[src/rtl/fifo_rr_arbiter.sv]
// -----------------------------------------------------------------------------
// fifo_rr_arbiter
//
// Round-robin arbiter that merges N_SRC word sources into a single downstream
// FIFO write port. The arbiter grants one source at a time for a burst of up
// to MAX_BURST words. It then drops to IDLE for one cycle and picks the next
// requester, searching upward from the last granted index.
//
// Handshake: source i offers a word with SRC_VALID[i]. The word is taken in the
// same cycle that SRC_READY[i] is high. SRC_READY is purely combinational and
// is high only when all of the following hold: source i owns the grant, it is
// valid, it is enabled, fifo_full is low and reset is low. One cycle after a
// word is taken, it appears on FIFO_DATA together with a single-cycle
// FIFO_WRITE strobe. fifo_full is an almost-full flag, so the one-cycle output
// stage always has room.
//
// Ports
//   BUS_CLK     in   clock, rising edge
//   BUS_RST     in   synchronous active-high reset
//   SRC_EN      in   [N_SRC]             per-source enable mask
//   SRC_VALID   in   [N_SRC]             per-source word valid
//   SRC_DATA    in   [N_SRC*DATA_WIDTH]  source i at [i*DATA_WIDTH +: DATA_WIDTH]
//   SRC_READY   out  [N_SRC]             word of source i accepted this cycle
//   fifo_full   in   downstream almost-full
//   FIFO_WRITE  out  write strobe, one cycle after the accepting cycle
//   FIFO_DATA   out  [DATA_WIDTH] written word; holds value between writes
//   GRANT       out  [3] current / last granted source index
//   BUSY        out  high while the FSM is in GRANT (FSM state observation)
// -----------------------------------------------------------------------------
module fifo_rr_arbiter #(
    parameter int N_SRC      = 4,
    parameter int DATA_WIDTH = 32,
    parameter int MAX_BURST  = 16
) (
    input  logic                        BUS_CLK,
    input  logic                        BUS_RST,
    input  logic [N_SRC-1:0]            SRC_EN,
    input  logic [N_SRC-1:0]            SRC_VALID,
    input  logic [N_SRC*DATA_WIDTH-1:0] SRC_DATA,
    output logic [N_SRC-1:0]            SRC_READY,
    input  logic                        fifo_full,
    output logic                        FIFO_WRITE,
    output logic [DATA_WIDTH-1:0]       FIFO_DATA,
    output logic [2:0]                  GRANT,
    output logic                        BUSY
);

    typedef enum logic {
        ST_IDLE  = 1'b0,
        ST_GRANT = 1'b1
    } state_e;

    localparam logic [N_SRC-1:0] ONE_HOT0 = {{(N_SRC-1){1'b0}}, 1'b1};

    state_e                  state_q, state_d;
    logic [2:0]              grant_q, grant_d;
    logic [7:0]              burst_q, burst_d;
    logic                    wr_q, wr_d;
    logic [DATA_WIDTH-1:0]   data_q, data_d;

    // Requests are widened to 8 bits so the 3-bit grant index can select
    // any bit directly, whatever N_SRC is.
    logic [7:0]              req_ext;
    logic                    owner_req;
    logic                    xfer;
    logic [7:0]              burst_inc;
    logic                    burst_last;
    logic [2:0]              next_grant;
    logic [DATA_WIDTH-1:0]   sel_word;

    assign req_ext    = 8'(SRC_VALID & SRC_EN);
    assign owner_req  = req_ext[grant_q];
    // Reset gates the accept path so that no word is taken during a reset
    // cycle. Any word taken in such a cycle would be lost by the output stage.
    assign xfer       = (state_q == ST_GRANT) && owner_req && !fifo_full && !BUS_RST;
    assign SRC_READY  = xfer ? (ONE_HOT0 << grant_q) : '0;
    assign burst_inc  = burst_q + 8'd1;
    assign burst_last = (burst_inc == 8'(MAX_BURST));

    // Round-robin search: the candidate at distance k from the last grant is
    // (grant_q + k) mod N_SRC, for k = 1..N_SRC. Distance N_SRC is the last
    // granted source itself, so a lone requester wins again. The loop runs
    // from the farthest candidate to the nearest, so the nearest requesting
    // candidate is the last one written and therefore takes priority.
    always_comb begin
        logic [3:0] cand;
        next_grant = grant_q;
        cand       = '0;
        for (int k = N_SRC; k >= 1; k--) begin
            cand = {1'b0, grant_q} + 4'(k);
            if (cand >= 4'(N_SRC)) begin
                cand = cand - 4'(N_SRC);
            end
            if (req_ext[cand[2:0]]) begin
                next_grant = cand[2:0];
            end
        end
    end

    always_comb begin
        sel_word = '0;
        for (int i = 0; i < N_SRC; i++) begin
            if (grant_q == 3'(i)) begin
                sel_word = SRC_DATA[i*DATA_WIDTH +: DATA_WIDTH];
            end
        end
    end

    // Next-state and output-stage logic.
    always_comb begin
        state_d = state_q;
        grant_d = grant_q;
        burst_d = burst_q;
        wr_d    = xfer;
        data_d  = xfer ? sel_word : data_q;
        case (state_q)
            ST_IDLE: begin
                if (|req_ext) begin
                    grant_d = next_grant;
                    burst_d = 8'd0;
                    state_d = ST_GRANT;
                end
            end
            ST_GRANT: begin
                // If the owner drops valid or enable, the grant is released at
                // once. If fifo_full alone blocks the owner, the grant is held
                // and the counter does not change.
                if (!owner_req) begin
                    state_d = ST_IDLE;
                end else if (xfer) begin
                    burst_d = burst_inc;
                    if (burst_last) begin
                        state_d = ST_IDLE;
                    end
                end
            end
            default: begin
                state_d = ST_IDLE;
            end
        endcase
    end

    always_ff @(posedge BUS_CLK) begin
        if (BUS_RST) begin
            state_q <= ST_IDLE;
            // Starting from the top index makes the first search after reset
            // begin at source 0.
            grant_q <= 3'(N_SRC - 1);
            burst_q <= 8'd0;
            wr_q    <= 1'b0;
            data_q  <= '0;
        end else begin
            state_q <= state_d;
            grant_q <= grant_d;
            burst_q <= burst_d;
            wr_q    <= wr_d;
            data_q  <= data_d;
        end
    end

    assign FIFO_WRITE = wr_q;
    assign FIFO_DATA  = data_q;
    assign GRANT      = grant_q;
    assign BUSY       = (state_q == ST_GRANT);

endmodule
[config.mk]
export PLATFORM = sky130hd
export DESIGN_NAME = fifo_rr_arbiter
export DESIGN_NICKNAME = d
export VERILOG_FILES = /design/src/rtl/fifo_rr_arbiter.sv
export SDC_FILE = /design/constraint.sdc
export NUM_CORES = 1
export LEC_CHECK = 0
export CAP_MARGIN = 15
export CORE_ASPECT_RATIO = 1.25
export CORE_UTILIZATION = 40
export CTS_CLUSTER_DIAMETER = 60
export DETAILED_ROUTE_END_ITERATION = 10
export PLACE_DENSITY = 0.95
export SLEW_MARGIN = 20
export SYNTH_ARGS = -nofsm -noshare
export SYNTH_HDL_FRONTEND = slang
export SYNTH_SLANG_ARGS = --single-unit
[constraint.sdc]
create_clock -name BUS_CLK -period 5.9 [get_ports BUS_CLK]
set_clock_uncertainty 0.05 [all_clocks]
set_input_delay 0.59 -clock BUS_CLK [delete_from_list [all_inputs] [get_ports BUS_CLK]]
set_output_delay 0.59 -clock BUS_CLK [all_outputs]
set_load 0.02 [all_outputs]
==> summary.txt <==
Status
  – Status: completed

Timing
  – Tcrit/Tclk final: 78.2%
  – Final worst path period need: 4.61 ns
  – RSZ-0062 raised after global routing: no
  – Final setup vio count: 0
  – F_max: 217 MHz
  – Hold Fails Final Rpt: 0
  – Relative slew margins: 32.5%
  – Fin. max-slew vios: 0
  – Final setup TNS: 0 ns
  – Worst Tran Pin Value: 1.01 ns

Worst setup path
  – Crit Path Class: in -> out
  – WP data arrival: 3.97 ns
  – Critical path endpoint category: primary output
  – Worst setup SP type: input pin
  – Worst EP required: 5.26 ns
  – CP Max Fanout: 44

Synth
  – Synth Cell Area: 2910 um2
  – Register area share after synthesis: 30.9%
  – Cell variety after synth: 43
  – Seq cells post-synth: 45
  – Top cells by area, synth: dfxtp_1 (31%), a21oi_1 (9.3%), a211oi_1 (8.8%), a22oi_1 (8.2%), nor2_1 (7.1%)
  – Synthesis Warnings: 0
  – EDFF count, synth: 0
  – Avg Cell Area, Syn: 7.59 um2
  – Yosys top cell area share: 30.9%
  – Async set-or-reset flop fraction in the synthesized netlist: 0%
  – Ys flop type: dfxtp_1
  – Post-Synthesis Cells: 384
  – Synthesized Nets: 531
  – Cell type with the highest aggregate area in the netlist: dfxtp_1

Cells and area
  – Most common cell after layout, fill and taps aside: clkdlybuf4s50_1
  – Nets: 687
  – Post-Layout Cell Count: 631
  – Layout cells sized above 1: 4.07%
  – Diode count: 0
  – Most frequent cells in the layout: clkdlybuf4s50_1 (179), nor2_1 (55), a21oi_1 (54), dfxtp_1 (45), a211oi_1 (34)
  – Layout area overhead: 65.3%
  – Post-Layout Inst Area: 4820 um2

Floorplanning
  – Die Ht: 97.4 um
  – Die width: 78.3 um
  – Initial Utilization: 41.5%
  – Ports: 180
  – Row count: 34
  – Core Region: 7020 um2
  – Full die area: 7630 um2

Detailed routing
  – Post-Route WL: 10100 um
  – DR DRC count: 0
  – Iteration count of the initial detailed-routing pass: 6
  – Antenna Nets Post-Route: 0
  – DR WL/cell: 16.1 um
  – Via count: 3645
  – DR iter-0 viols: 168
  – Vias per cell: 5.78

Clock network
  – Worst-Skew Late Latency: 0.29 ns
  – Postcts setup bufs: 0
  – Post-CTS sizing: 0
  – CTS max path bufs: 2
  – Count of clock tree sinks: 45
  – CTS tree: yes
  – Inserted Clock Buffers: 5
  – CTS root buffer: clkbuf_8
  – Htree depth: 2
  – CTS Hold Bufs: 0
  – Clock slew at reported path FFs: 0.09 ns

Global route
  – First-pass GRT wire length: 16100 um
  – Initial antenna violation count: 0
  – Largest net degree at the start of global routing: 65
  – Vias in the first global route: 3476
  – Grt total ovfl: 0
  – Total GRT Usage: 26.5%

Placement
  – Detailed placer's ending HPWL: 7660 um
  – PortBufs: 179
  – Placer Congestion: 0.884
  – Inst Count DP: 623
  – Placed Area: 4730 um2

Pwr
  – Power density cells: 238 nW/um2
  – Leak pwr: 1.72 nW
  – VDD IR max: 0.000176 V

Worst hold path
  – Worst Hold Class: reg -> reg

Run
  – Max Cap Viol: 0
-- flip-flops by register name (all words and copies together) (netlist names), named ones only --
name and flops:
BUSY 1, FIFO_DATA 32, FIFO_WRITE 1, GRANT 2, burst_q 8
-- worst paths after layout --
| kind | start | to | slack, ns | depth (start not counted) |
|---|---|---|---|---|
| setup / recovery | BUS_RST | SRC_READY[3] | 1.29 | 9 |
| hold / removal | FIFO_DATA[0]$_SDFFE_PP0N_ | FIFO_DATA[0]$_SDFFE_PP0N_ | 0.45 | 2 |
| setup reg to reg | GRANT[0]$_SDFFE_PP1P_ | burst_q[6]$_SDFFE_PP0P_ | 2.68 | 7 |
| hold reg to reg | FIFO_DATA[0]$_SDFFE_PP0N_ | FIFO_DATA[0]$_SDFFE_PP0N_ | 0.45 | 2 |
-- cells by family after synthesis --
kind of cell | count (synthesis) | synth area share [%]
adders and majority gates | 8 | 3.44
buffers and inverters | 42 | 5.93
AOI/OAI and AO/OA | 165 | 38.6
DFF | 45 | 30.9
muxes | 7 | 2.88
and+or+nand+nor | 117 | 18.3
-- report_power, final --
group          switching (mW)  internal, mW
clock network           0.112        0.0842
registers              0.0271         0.323
logic                   0.337         0.264
-- through the flow --
step | power (mW) | worst slack [ns] | hold WS (ns) | utilization [%]
6_report | 1.15 | 1.29 | 0.446 | 68.6
5_1_grt | 1.22 | 1.05 | 0.467 | 68.6
4_1_cts | 1.15 | 1.31 | 0.449 | 68.6
3_5_place_dp | 0.953 | 1.31 | 0.431 | 67.3
3_3_place_gp | 0.934 | 1.37 | 0.426 | 67.3
2_1_floorplan | 0.735 | 3.05 | 0.411 | -
-- cell usage after synthesis (2+ instances only) --
| cell type | n |
|---|---|
| nand2_1 | 12 |
| inv_1 | 3 |
| o211ai_1 | 2 |
| nor2_1 | 55 |
| nand3_1 | 7 |
| a21oi_1 | 54 |
| a211oi_1 | 34 |
| mux2i_1 | 5 |
| a22oi_1 | 32 |
| inv_2 | 2 |
| ha_1 | 8 |
| clkbuf_1 | 29 |
| and2_1 | 3 |
| o21a_1 | 2 |
| dfxtp_1 | 45 |
| nand2b_1 | 5 |
| nor3_1 | 23 |
| o211a_1 | 4 |
| a31oi_1 | 2 |
| nor2b_1 | 2 |
| and3_1 | 4 |
| or4_1 | 2 |
| o21bai_1 | 2 |
| a2bb2oi_1 | 2 |
| o21ai_0 | 6 |
| a211o_1 | 15 |
| buf_2 | 6 |
| o31ai_1 | 3 |
-- final cells by class --
class / instances / area [um2]
repair buffers: 185 / 1840
multi-input cells: 297 / 1850
flip-flops and latches: 45 / 901
clock inverters: 3 / 21.3
clock buffers: 5 / 68.8
inverters: 6 / 22.5
well taps: 90 / 113
fillers: 555 / 2200
-- critical path: stages --
cell,delay (ns)
clkdlybuf4s50_1,0.46
buf_4,0.30
clkinv_1,0.52
nand3_1,0.31
or3_1,0.14
buf_4,0.38
inv_2,0.38
and2_1,0.30
clkdlybuf4s50_1,0.53
-- per-layer routing --
metal,part of all wire [%],routed length [um],global-route usage (%),vias to the layer above
met2,51,5160,46.8,172
li1,-,-,-,1770
met3,8.5,866,7.70,22
met1,37,3800,29.2,1681
met5,0,0,0,-
met4,3.1,317,10.8,0
Power figures use the tool's default switching activity.
